$ cat config.mk
export PLATFORM = sky130hd
export DESIGN_NAME = pulse_sync_scheduler
export DESIGN_NICKNAME = d
export VERILOG_FILES = /design/src/rtl/pulse_sync_scheduler.sv
export SDC_FILE = /design/constraint.sdc
export NUM_CORES = 1
export LEC_CHECK = 0
export ABC_AREA = 0
export BUFFER_PORTS_ARGS = -buffer_cell sky130_fd_sc_hd__buf_4
export CAP_MARGIN = 20
export CORE_MARGIN = 2
export CORE_UTILIZATION = 55
export DETAILED_ROUTE_END_ITERATION = 10
export HOLD_SLACK_MARGIN = 0.02
export PLACE_DENSITY = 0.9
export SYNTH_ARGS = -nofsm -noshare
export SYNTH_HDL_FRONTEND = slang
export SYNTH_SLANG_ARGS = --single-unit
$ cat constraint.sdc
create_clock -name clk -period 3.6 [get_ports clk]
set_input_delay 0.18 -clock clk [delete_from_list [all_inputs] [get_ports clk]]
set_output_delay 0.18 -clock clk [all_outputs]
set_load 0.05 [all_outputs]
$ cat src/rtl/pulse_sync_scheduler.sv
// Round-robin scheduler that funnels per-requester event pulses into one
// spaced pulse stream for a shared toggle synchronizer. Optional overflow: PULSE_SCHED_OVF_EN.
module pulse_sync_scheduler #(
    parameter int NUM_REQ    = 4,
    parameter int GAP_CYCLES = 3
) (
    input  logic                       clk,
    input  logic                       rst,
    input  logic [NUM_REQ-1:0]         req_pulse,
    output logic                       pulse_out,
    output logic [$clog2(NUM_REQ)-1:0] pulse_id,
    output logic                       busy,
    output logic [NUM_REQ-1:0]         pending,
    input  logic [NUM_REQ-1:0]         ovf_clr,
    output logic [NUM_REQ-1:0]         ovf
);

    localparam int IDW = $clog2(NUM_REQ);
    localparam int IW1 = IDW + 1;

    typedef enum logic [1:0] {
        ST_IDLE  = 2'd0,
        ST_ISSUE = 2'd1,
        ST_GAP   = 2'd2
    } state_e;

    state_e               state_q, state_d;
    logic [7:0]           cnt_q, cnt_d;
    logic [IDW-1:0]       ptr_q, ptr_d;
    logic [IDW-1:0]       gnt_id_q, gnt_id_d;
    logic [NUM_REQ-1:0]   pending_q, pending_d;
    logic [NUM_REQ-1:0]   gnt_vec;
    logic                 found;
    logic [IDW-1:0]       sel;

    // First pending requester at or after the pointer, wrapping around.
    always_comb begin
        logic [IDW:0] sum;
        found = 1'b0;
        sel   = '0;
        sum   = '0;
        for (int k = 0; k < NUM_REQ; k++) begin
            sum = {1'b0, ptr_q} + IW1'(k);
            if (sum >= IW1'(NUM_REQ)) begin
                sum = sum - IW1'(NUM_REQ);
            end
            if (!found && pending_q[sum[IDW-1:0]]) begin
                found = 1'b1;
                sel   = sum[IDW-1:0];
            end
        end
    end

    always_comb begin
        state_d  = state_q;
        cnt_d    = cnt_q;
        ptr_d    = ptr_q;
        gnt_id_d = gnt_id_q;
        gnt_vec  = '0;
        case (state_q)
            ST_IDLE: begin
                if (found) begin
                    gnt_vec[sel] = 1'b1;
                    gnt_id_d     = sel;
                    ptr_d        = (sel == IDW'(NUM_REQ - 1)) ? '0 : sel + IDW'(1);
                    state_d      = ST_ISSUE;
                end
            end
            ST_ISSUE: begin
                cnt_d   = 8'(GAP_CYCLES);
                state_d = ST_GAP;
            end
            ST_GAP: begin
                cnt_d = cnt_q - 8'd1;
                if (cnt_q == 8'd1) begin
                    state_d = ST_IDLE;
                end
            end
            default: begin
                cnt_d   = '0;
                state_d = ST_IDLE;
            end
        endcase
        // A fresh pulse on the grant cycle re-arms the flag instead of being lost.
        pending_d = (pending_q & ~gnt_vec) | req_pulse;
    end

    always_ff @(posedge clk or posedge rst) begin
        if (rst) begin
            state_q   <= ST_IDLE;
            cnt_q     <= '0;
            ptr_q     <= '0;
            gnt_id_q  <= '0;
            pending_q <= '0;
        end else begin
            state_q   <= state_d;
            cnt_q     <= cnt_d;
            ptr_q     <= ptr_d;
            gnt_id_q  <= gnt_id_d;
            pending_q <= pending_d;
        end
    end

    assign pulse_out = (state_q == ST_ISSUE);
    assign pulse_id  = pulse_out ? gnt_id_q : '0;
    assign busy      = (state_q != ST_IDLE);
    assign pending   = pending_q;

`ifdef PULSE_SCHED_OVF_EN
    logic [NUM_REQ-1:0] ovf_q, ovf_d;

    // Set beats clear so an event lost in the clearing cycle stays visible.
    always_comb begin
        ovf_d = (ovf_q & ~ovf_clr) | (req_pulse & pending_q & ~gnt_vec);
    end

    always_ff @(posedge clk or posedge rst) begin
        if (rst) begin
            ovf_q <= '0;
        end else begin
            ovf_q <= ovf_d;
        end
    end

    assign ovf = ovf_q;
`else
    logic unused_ovf_clr;
    assign unused_ovf_clr = ^ovf_clr;
    assign ovf            = '0;
`endif

endmodule

=== Word-level counts from Yosys, hierarchy flattened ===
Index checks and enable logic that the tools add are counted.

* Input bits: 10
* Bits in read-only memories: 0
* Memories kept: 0
* Latch bits: 0
* Word-level logic and storage cells: 74
* Flip-flop bits (word level): 18
* Bits in writable memories: 0

* Bitwise operators: 3
* Multiplexer cells: 30
* Shift operators: 0
* Reduce and logical (&&, ||, !) cells: 11
* Add/subtract/negate cells: 9
* Multiply operators: 0
* Div/mod/pow operators: 0
* Equality and inequality tests: 6
* Magnitude comparators: 10

{| class="wikitable"
|+ Operator list
! cell !! count
|-
| $mux W2 || 12
|-
| $pmux W8 S3 || 1
|-
| $lt A2 B3 Y1 const B || 5
|-
| $ge A3 B3 Y1 const B || 3
|-
| $mux W1 || 9
|-
| $bmux W1 S2 || 4
|-
| $eq A8 B1 Y1 const B || 1
|-
| $mux W4 || 2
|-
| $sub A2 B1 Y2 const B || 4
|-
| $sub A8 B1 Y8 const B || 1
|-
| $add A2 B2 Y3 const B || 2
|-
| $pmux W2 S3 || 1
|-
| $and A4 B4 Y4 || 1
|-
| $eq A2 B2 Y1 const B || 2
|-
| $logic_and A1 B1 Y1 || 4
|-
| $ne A2 B2 Y1 const B || 2
|-
| $not A4 Y4 || 1
|-
| $or A4 B4 Y4 || 1
|-
| $reduce_and A2 Y1 || 2
|-
| $add A2 B1 Y3 const B || 1
|-
| $ge A2 B3 Y1 const B || 1
|-
| $logic_not A1 Y1 || 3
|-
| $add A2 B1 Y2 const B || 1
|-
| $demux W1 S2 || 1
|-
| 4 further kinds || 4
|}

=== Depth between registers and ports, before layout ===
* Word-level depth: 23
* Mapped depth: 6
* Depth with buffers taken out: 6

=== Worst setup path after synthesis ===
OpenSTA, ideal clock, no wires.

* Kind: register -> register
* Start: reg state_q[0]
* End: reg cnt_q[6]
* Data arrival time: 1.816 ns
* Cell stages (with the launch flop): 7
* Slack: 1.706 ns
* Data required time: 3.522 ns
* Buffers on the path: 1
* Library setup time: 0.078 ns
* Cell sequence: dfrtp_1 -> inv_1 -> ha_1 -> buf_6 -> or4b_4 -> or4_1 -> a21oi_1

* Longest elaborated chain between the ends: 2
* Elaborated cells between the ends (all ways): 4

{| class="wikitable"
|+ RTL lines
! item !! RTL line !! source
|-
| start, declared || 27 || <nowiki>state_e state_q, state_d;</nowiki>
|-
| start signal, assigned || 96 || <nowiki>state_q <= state_d;</nowiki>
|-
| $eq A2 B2 Y1 (tied with other cells) || 60 || <nowiki>case (state_q)</nowiki>
|-
| $pmux W8 S3 || 60 ||
|-
| end signal, assigned || 97 || <nowiki>cnt_q <= cnt_d;</nowiki>
|-
| end, declared || 28 || <nowiki>logic [7:0] cnt_q, cnt_d;</nowiki>
|}

Several ways; a longest one is shown, not always the timed one.
A chain may end at the register's enable or synchronous reset.

=== Worst setup path after layout ===
* Start: reg state_q[0]
* End: reg cnt_q[5]

Same word-level chain as after synthesis.

==> metrics.md <==
| Metric | Value |
|---|---|
| Worst-case clock buffer depth | 2 |
| Die height | 48.2 um |
| Post-synthesis compound-gate area fraction | 17.2% |
| Clock Sinks | 18 |
| Maximum level of the CTS H-tree | 1 |
| Max Transition Viols Final | 0 |
| Buffer cell driving the clock tree root | clkbuf_4 |
| HP Class | in2reg |
| Number of buffers created by CTS | 3 |
| Core Area | 1780 um2 |
| Number of warnings reported in the yosys synthesis log | 0 |
| Diode insertion count for antenna repair | 0 |
| Clock tree from TritonCTS | built |
| Count of unresolved DRC violations after routing | 0 |
| Min Tclk post-route | 2.14 ns |
| Post-synthesis xor/xnor area fraction | 2.45% |
| Count of final hold-check violations | 0 |
| Proportion of synthesized chip area in sequential cells | 42.0% |
| Row count | 15 |
| Unrepaired setup endpoints after global routing | false |
| Sequential cell area | 450 um2 |
| Peak Freq | 0.468 GHz |
| Grt total ovfl | 0 |
| Number of antenna violations at the first check in global routing | 0 |
| Proportion of layout cells with a drive suffix above 1 | 16.9% |
| Number of nets at the end of the flow | 144 |
| Arrival time of the worst setup path | 2.35 ns |
| Slew margin rel. | 27.8% |
| Start-to-end type of the worst setup path | reg2reg |
| Area of the die | 2320 um2 |
| Flip-flop and latch count after synthesis | 18 |
| Synthesized-area fraction occupied by adder cells | 10.5% |
| Detailed-route wire length | 2090 um |
| Library cells used by synthesis | 34 |
| Largest family of logic cells by synthesized area | simple AND/OR/NAND/NOR gates |
| Weighted congestion at the end of routability-driven global placement | 0.784 |
| Result of the run | completed |
| Synthesized area | 1070 um2 |
| Count of mapped cells out of synthesis | 108 |
| Number of vias in the routed layout | 847 |
| Setup crit end kind | register |
| Peak fanout along the critical path | 11 |
| Share of cell area taken by muxes after synthesis | 1.98% |
| Clock slew seen by the registers of the worst setup and hold paths | 0.10 ns |
| Number of maximum-capacitance constraint violations | 0 |
| Average cell area after synthesis | 9.93 um2 |
| # fillers | 144 |
| Most used flip-flop cell after synthesis | dfrtp_1 |
| Area of combinational cells with multiple inputs | 566 um2 |
| Tightest Pin Transition | 1.07 ns |
| Top Ports | 22 |
| Post-DRT Antenna Nets | 0 |
| Maximum number of pins on one net before global-route repair | 19 |
| Final setup skew | 0.00647 ns |
| EDFF count, synth | 0 |
| Number of vias per cell after detailed routing | 5.68 |
| Register-to-register setup slack | 1.46 ns |
| Synthesis-to-layout area growth | 13.5% |
| Wire length per cell | 14.0 um |
| Width of the die | 48.2 um |
| Detailed placer's ending HPWL | 1620 um |
| Initial cell density of the core | 60.1% |
| Critical Path RT | 3.81 ns |
| Post-CTS setup repair buffer count | 0 |
| Aggregate negative setup slack | 0 ns |
| Insertion delay of the later-clocked pin in the worst-skew pair | 0.29 ns |
| Final worst-path cycle share | 59.4% |
| Basic-gate share of the synthesized area counting and, or, nand and nor cells | 19.3% |
| Via count of the first global-routing pass | 831 |
| Drt initial violations | 10 |
| PortBufs | 13 |
| Global-route wire length before repair | 3530 um |
| GR Util All Layers | 21.9% |
| Async S/R FF share, synth | 100% |
| Finish-stage setup viols | 0 |
| Type of element launching the critical path | register |
| Drt first pass iters | 4 |
flip-flops by register name (all words and copies together), names as in the netlist:
register,flops
ptr_q,2
state_q,2
cnt_q,8
pending,4
gnt_id_q,2
worst max-delay path: stages (launching register included):
cell and delay (ns):
dfrtp_1 0.39, inv_1 0.09, ha_1 0.34, or4_1 0.65
or4_1 0.43, a21oi_1 0.16
worst paths after layout:
kind                               from           to  cells past startpoint
max                          state_q[0]     cnt_q[5]                      5
min                        req_pulse[2]   pending[2]                      2
max reg2reg                  state_q[0]     cnt_q[5]                      5
min reg2reg                 gnt_id_q[1]  gnt_id_q[1]                      2
max in group asynchronous           rst     cnt_q[1]                      3
min in group asynchronous           rst     cnt_q[0]                      3
metal layers:
layer	global-route usage (%)	routed length [um]
met1	24.8	864
met2	40.3	1150
met3	3.70	67
met4	9.19	10
met5	0	0
Yosys cell counts, types with 3 or more instances:
library cell / number / area share (%)
buf_4: 4 / 2.8
o31ai_1: 3 / 2.1
or4_1: 5 / 3.5
a21oi_1: 7 / 3.3
ha_1: 9 / 11
nand2_1: 8 / 2.8
nor2_1: 8 / 2.8
a21o_1: 4 / 2.8
inv_1: 7 / 2.5
and2_1: 3 / 1.8
dfrtp_1: 18 / 42
repair_timing:
action / in CTS / in global routing
hold endpoints to repair: 18 / 0
hold buffers: 1 / 0
resized for setup: 0 / 0
through the flow:
step | area, um2 | instances | worst slack, ns | util, % | hold WS, ns
floorplan | 1080 | 111 | 1.71 | - | 0.119
detailed placement | 1170 | 144 | 1.49 | 65.7 | 0.334
CTS | 1220 | 149 | 1.47 | 68.3 | 0.0626
global placement | 1170 | 144 | 1.57 | 65.7 | 0.317
global route | 1220 | 149 | 1.40 | 68.3 | 0.0524
finish | 1220 | 149 | 1.46 | 68.3 | 0.0674
area by class of cell:
| type | instances | share of cell area, % |
|---|---|---|
| Tap cell | 25 | 2.57 |
| Timing Repair Buffer | 14 | 8.84 |
| Sequential cell | 18 | 37.0 |
| Inverter | 7 | 2.16 |
| Multi-Input combinational cell | 81 | 46.5 |
| Clock buffer | 4 | 2.98 |
cells in the final DEF (no fill, tap or decap):
cell           synthesis  final
o211a_1                2      2
or3_1                  2      2
or3b_2                 1      1
and2_1                 3      3
a211oi_1               2      2
nand2b_1               2      2
nor3b_1                1      1
nor3_1                 2      2
conb_1                 1      4
dfrtp_1               18     18
or4b_4                 1      1
xnor2_1                1      1
o41ai_1                2      2
xor2_1                 2      2
inv_1                  7      7
dlygate4sd3_1          0      1
or2_2                  1      1
ha_1                   9      9
a21o_1                 4      4
o41a_1                 1      1
clkbuf_4               0      3
nand2_1                8      8
nor2_1                 8      8
o22ai_1                2      2
nand3_1                1      1
buf_4                  4     13
a311o_1                1      1
a21oi_1                7      7
or2b_1                 1      1
mux2_2                 1      1
clkbuf_8               0      1
o31ai_1                3      3
or4_1                  5      5
nor2b_1                1      1
mux2i_1                1      1
o21ai_0                2      2
logic make-up (layout without fill, tap and decap cells):
kind of cell | after synthesis | after routing
xor+xnor | 3 | 3
fa+ha+maj | 9 | 9
other cells | 1 | 4
flops | 18 | 18
mux | 2 | 2
simple gates | 37 | 37
compound gates | 26 | 26
buf+inv | 12 | 25
Power is left out: the tool's default activity adds up to more than one toggle a clock period on the data nets, which glitch-free logic cannot reach.
